File: config.mk
export PLATFORM = sky130hd
export DESIGN_NAME = lcg_stim_gen
export DESIGN_NICKNAME = d
export VERILOG_FILES = /design/src/rtl/lcg_stim_gen.sv
export SDC_FILE = /design/constraint.sdc
export NUM_CORES = 1
export LEC_CHECK = 0
export ABC_AREA = 1
export CAP_MARGIN = 15
export CORE_UTILIZATION = 50
export CTS_CLUSTER_DIAMETER = 40
export DETAILED_ROUTE_END_ITERATION = 10
export PLACE_DENSITY = 0.74
export REMOVE_ABC_BUFFERS = 1
export SKIP_CTS_REPAIR_TIMING = 1
export SYNTH_ARGS = -nofsm -noshare
export SYNTH_HDL_FRONTEND = slang
export SYNTH_SLANG_ARGS = --single-unit
File: constraint.sdc
create_clock -name clk -period 6.7 [get_ports clk]
set_clock_uncertainty 0.2 [all_clocks]
set_input_delay 1.34 -clock clk [delete_from_list [all_inputs] [get_ports clk]]
set_output_delay 1.34 -clock clk [all_outputs]
set_load 0.02 [all_outputs]
File: src/rtl/lcg_stim_gen.sv
// lcg_stim_gen -- on-chip stimulus source for the fuzz DUT `top`.
//
// Reproduces the bench generator's 32-bit LCG (s' = s*LCG_MULT + LCG_INC,
// mod 2^32). Each run emits num_vectors vectors of WIDTH bits. A vector is
// built one LCG word per cycle, low word first, and then offered on a
// valid/ready handshake.
//
// Ports
//   clk          rising-edge clock
//   rst          synchronous, active-high reset
//   seed_load    load seed_in into the LCG state (IDLE only)
//   seed_in      seed value
//   start        begin a run (IDLE only); num_vectors is latched here
//   num_vectors  vectors per run (0 produces an immediate done)
//   vec_valid    vec_data holds a complete vector
//   vec_ready    consumer accepts the vector (looked at in HOLD only)
//   vec_data     assembled vector; word k = bits [32k+31:32k], top word truncated
//   vec_index    0-based index of the vector in flight
//   busy         high while building or holding a vector
//   done         one-cycle pulse at the end of a run
//   rng_state    current LCG state
module lcg_stim_gen #(
   parameter int          WIDTH        = 140,
   parameter logic [31:0] LCG_MULT     = 32'h41C64E6D,
   parameter logic [31:0] LCG_INC      = 32'h00003039,
   parameter logic [31:0] DEFAULT_SEED = 32'd2167613558
) (
   input  logic             clk,
   input  logic             rst,
   input  logic             seed_load,
   input  logic [31:0]      seed_in,
   input  logic             start,
   input  logic [15:0]      num_vectors,
   output logic             vec_valid,
   input  logic             vec_ready,
   output logic [WIDTH-1:0] vec_data,
   output logic [15:0]      vec_index,
   output logic             busy,
   output logic             done,
   output logic [31:0]      rng_state
);

   localparam int WORDS    = (WIDTH + 31) / 32;
   localparam int LOW_BITS = 32 * (WORDS - 1);
   localparam int TOP_BITS = WIDTH - LOW_BITS;
   localparam int CNT_W    = (WORDS > 1) ? $clog2(WORDS) : 1;
   // Only the lower WORDS-1 words need storage; the top word goes straight
   // from the LCG into vec_data on the final FILL cycle.
   localparam int BUILD_N  = (WORDS > 1) ? WORDS - 1 : 1;

   typedef enum logic [1:0] {
      S_IDLE,
      S_FILL,
      S_HOLD,
      S_DONE
   } state_t;

   state_t             state_q,     state_d;
   logic [31:0]        rng_q,       rng_d;
   logic [CNT_W-1:0]   word_cnt_q,  word_cnt_d;
   logic [WIDTH-1:0]   vec_data_q,  vec_data_d;
   logic               vec_valid_q, vec_valid_d;
   logic [15:0]        vec_index_q, vec_index_d;
   logic [15:0]        num_vec_q,   num_vec_d;
   logic               busy_q,      busy_d;
   logic               done_q,      done_d;
   logic [31:0]        build_q [BUILD_N];
   logic [31:0]        build_d [BUILD_N];
   logic [31:0]        rng_next;

   // Multiply and add in a 32-bit context, so wrap-around is implicit.
   assign rng_next = rng_q * LCG_MULT + LCG_INC;

   always_comb begin
      // NOTE: every signal gets a default first so no path leaves it unassigned (no latches).
      state_d     = state_q;
      rng_d       = rng_q;
      word_cnt_d  = word_cnt_q;
      vec_data_d  = vec_data_q;
      vec_valid_d = vec_valid_q;
      vec_index_d = vec_index_q;
      num_vec_d   = num_vec_q;
      build_d     = build_q;

      case (state_q)
         S_IDLE: begin
            // A seed loaded in the same cycle as start is the state the
            // first FILL step works from.
            if (seed_load) begin
               rng_d = seed_in;
            end
            if (start) begin
               num_vec_d   = num_vectors;
               vec_index_d = '0;
               word_cnt_d  = '0;
               state_d     = (num_vectors == 16'd0) ? S_DONE : S_FILL;
            end
         end

         S_FILL: begin
            rng_d = rng_next;
            if (word_cnt_q == CNT_W'(WORDS - 1)) begin
               for (int k = 0; k < WORDS - 1; k++) begin
                  vec_data_d[32*k +: 32] = build_q[k];
               end
               vec_data_d[WIDTH-1:LOW_BITS] = rng_next[TOP_BITS-1:0];
               vec_valid_d = 1'b1;
               word_cnt_d  = '0;
               state_d     = S_HOLD;
            end else begin
               for (int k = 0; k < BUILD_N; k++) begin
                  if (word_cnt_q == CNT_W'(k)) begin
                     build_d[k] = rng_next;
                  end
               end
               word_cnt_d = word_cnt_q + 1'b1;
            end
         end

         S_HOLD: begin
            if (vec_valid_q && vec_ready) begin
               vec_valid_d = 1'b0;
               if (vec_index_q == num_vec_q - 16'd1) begin
                  state_d = S_DONE;
               end else begin
                  vec_index_d = vec_index_q + 16'd1;
                  state_d     = S_FILL;
               end
            end
         end

         S_DONE: begin
            state_d = S_IDLE;
         end

         default: begin
            state_d = S_IDLE;
         end
      endcase

      // Status flags are registered decodes of the next state, so they line
      // up with the state they describe.
      busy_d = (state_d == S_FILL) || (state_d == S_HOLD);
      done_d = (state_d == S_DONE);
   end

   // NOTE: sequential state uses non-blocking assignments so every flop samples pre-edge values.
   always_ff @(posedge clk) begin
      if (rst) begin
         state_q     <= S_IDLE;
         rng_q       <= DEFAULT_SEED;
         word_cnt_q  <= '0;
         vec_data_q  <= '0;
         vec_valid_q <= 1'b0;
         vec_index_q <= '0;
         num_vec_q   <= '0;
         busy_q      <= 1'b0;
         done_q      <= 1'b0;
      end else begin
         state_q     <= state_d;
         rng_q       <= rng_d;
         word_cnt_q  <= word_cnt_d;
         vec_data_q  <= vec_data_d;
         vec_valid_q <= vec_valid_d;
         vec_index_q <= vec_index_d;
         num_vec_q   <= num_vec_d;
         busy_q      <= busy_d;
         done_q      <= done_d;
      end
   end

   // NOTE: the build words are not reset; each is rewritten before it is ever copied out.
   always_ff @(posedge clk) begin
      build_q <= build_d;
   end

   assign vec_valid = vec_valid_q;
   assign vec_data  = vec_data_q;
   assign vec_index = vec_index_q;
   assign busy      = busy_q;
   assign done      = done_q;
   assign rng_state = rng_q;

endmodule

==> impl_metrics.yaml <==
setup_path:
  critical_path.cell_chain: "ha_1 -> inv_1 -> fa_1 -> inv_1 -> fa_1 -> inv_1 -> fa_1 -> inv_1 -> fa_1 -> fa_1 -> fa_1 -> inv_1 -> fa_1 -> inv_1 -> ha_1 -> nand2_1 -> nor2_1 -> buf_4 -> a21oi_1 -> nand3_2 -> xor2_4 -> buf_4"
  cp_slowest_cell: "fa_1"
  worstSetupPathType: "register to register"
  cp.required_ps: 6830
  slowest_delay_ps: 530
  critPathCaptureType: "register"
  cp-start-kind: "register"
  reg2reg_depth: 22
  path_common_cell: "fa_1"
  arrival_ps: 6620
  path_max_fanout: 5
global_route:
  use_met2_pct: 48.15
  gr-total-overflow: 0
  top_usage_layer: "met2"
  gr-usage-met1_pct: 39.93
  gr-usage-met3_pct: 4.723
  grt.total_usage_pct: 29.38
  first_global_vias: 18720
  antenna_found_initial: 0
  grt_max_degree: 102
  grt_pass1_wl_mm: 104.0
timing:
  hold_viol: 0
  drv_slew: 0
  fmax_ghz: 0.1541
  finalCritPeriodShare_pct: 96.87
  setup_violations: 0
  worst_pin_slew_ps: 1131
  slew_headroom_pct: 24.43
  setup_slack_ps: 209.8
  hold_slack_ps: 268.4
  finalCriticalPeriod_ps: 6490
placement:
  gp_congestion: 0.9691
  portBuffers: 243
  dp_hpwl_mm: 51.57
  place_ws_ps: -301.5
cts:
  h-tree-depth: 2
  path_clk_slew_ps: 60
  clkSinkCount: 340
  cts_buffers: 50
  insertion_delay_ps: 600
  clockRootBuffer: "clkbuf_16"
  cts_tree: "yes"
  cts_buffer_depth: 3
cells_and_area:
  area_growth_syn_to_layout_pct: 25.18
  drive_gt1_share_pct: 9.973
  antenna_cells: 0
  fin_nets: 3351
floorplan:
  initial_core_util_pct: 50.88
  dieArea_um2: 45950
  ios: 244
  core_um2: 44320
  num_rows: 77
  die_h_um: 214.4
  die_width_um: 214.4
synth:
  synth_top_area_share_pct: 18.82
  synth.distinct_cells: 46
  synth-edff-count: 128
  syn_avg_cell_area_um2: 8.763
  yosysMostFrequentCell: "inv_1"
  synthTopCellsByArea: "dfxtp_1 19%, edfxtp_1 17%, fa_1 17%, ha_1 12%, inv_1 8.8%"
  syn-instance-count: 2573
  yosys_most_used_dff: "dfxtp_1"
  async_flop_share_pct: 0
  yosysWarningCount: 0
  ys_top_cells_by_count: "527 x inv_1, 409 x nor2_1, 270 x nand2_1"
  yosysTopAreaCell: "dfxtp_1"
  netlist_area_um2: 22550
  synth-seq-area-share_pct: 35.87
  synth_seq_cells: 340
routing:
  drt-vias-per-instance: 5.164
  drc: 0
  first_pass_iters: 5
  wirelength_mm: 66.30
  wl_per_cell_um: 18.78
  drt_iter0_markers: 1169
  vias: 18230
  ant_nets: 0
min_path:
  hold_depth: 2
  hold_path.class: "register to register"
flow_run:
  cap_viol_max_count: 0
outcome:
  status: "finished, final reports clean"
[final cells by class]
class,instances,area [µm²]
Timing Repair Buffer,346,3229
Inverter,533,2006
Clock buffer,54,1296
Multi-Input combinational cell,1625,12410
Sequential cell,340,8102
Fill cell,3765,16090
Tap cell,592,740.7
Clock inverter,40,441.7
[layer usage]
metal | up-vias | part of all wire, %
met5 | - | 0
met4 | 0 | 2.9
met3 | 109 | 5.7
met2 | 560 | 46
met1 | 8827 | 45
li1 | 8733 | -
[kinds of logic after synthesis]
group                    Yosys count  synth area share [%]
adder cells (fa/ha/maj)          402                 28.53
AO/OA/AOI/OAI                    328                 7.825
flip-flops                       340                 35.87
buffers and inverters            608                 10.22
AND/OR/NAND/NOR                  839                 15.37
XOR/XNOR                          56                 2.175
[critical path: cells and delay by family (launching register included)]
family	cells	cell delay, ps
buffers and inverters	8	770
AND/OR/NAND/NOR	3	540
flip-flops	1	340
XOR/XNOR	1	220
adder cells (fa/ha/maj)	9	3910
AO/OA/AOI/OAI	1	220
[path summary, 6_finish.rpt]
| check | startpoint | slack, ps | end |
|---|---|---|---|
| setup / recovery | rng_state[11] | 210 | build_q[121] |
| hold / removal | build_q[115] | 270 | vec_data[19] |
| hold reg to reg | build_q[115] | 270 | vec_data[19] |
| setup reg to reg | rng_state[11] | 210 | build_q[121] |
[per-stage QoR]
stage / instances / setup TNS [ps] / area [µm²] / utilization, %
floorplan: 2498 / -402940 / 22240 / -
global placement: 3434 / -1060 / 26220 / 59.16
detailed placement: 3434 / -1246 / 26220 / 59.16
CTS: 3528 / -1405 / 27960 / 63.08
global route: 3530 / -400.6 / 28220 / 63.69
finish: 3530 / 0 / 28220 / 63.69
[cells in the final DEF (no fill, tap or decap), types with 4 or more instances in the layout]
cell type          n
nand4_1           16
edfxtp_1         128
fa_1             185
or2_2              5
nor3_1             8
nor2_2            12
inv_1            525
clkbuf_16         50
nand3_1           89
xnor2_1           18
clkinv_1           4
a21o_1             4
xor2_1            34
ha_4               4
dfxtp_2            8
inv_6              8
nor2_4            11
o21ai_0          194
nand2_1          266
nand2_2           14
clkinv_2           7
o221ai_1           7
o21ai_1            9
nand3b_1           6
clkinv_4           6
clkdlybuf4s50_1  242
nor2_1           396
a21oi_2           18
ha_2               4
clkinv_8           5
a21oi_1           78
inv_8              7
o21bai_1           4
inv_2              4
dfxtp_1          203
buf_4            100
ha_1             207
[flip-flops by register name, summed over array words and instances, names as in the netlist]
signal	flops
state_q	2
vec_data	140
build_q	128
done	1
rng_state	32
vec_valid	1
word_cnt_q	3
busy	1
num_vec_q	16
vec_index	16
Power is not shown: default switching activity piles up to over one toggle a cycle in this logic, so the estimate is an artifact.
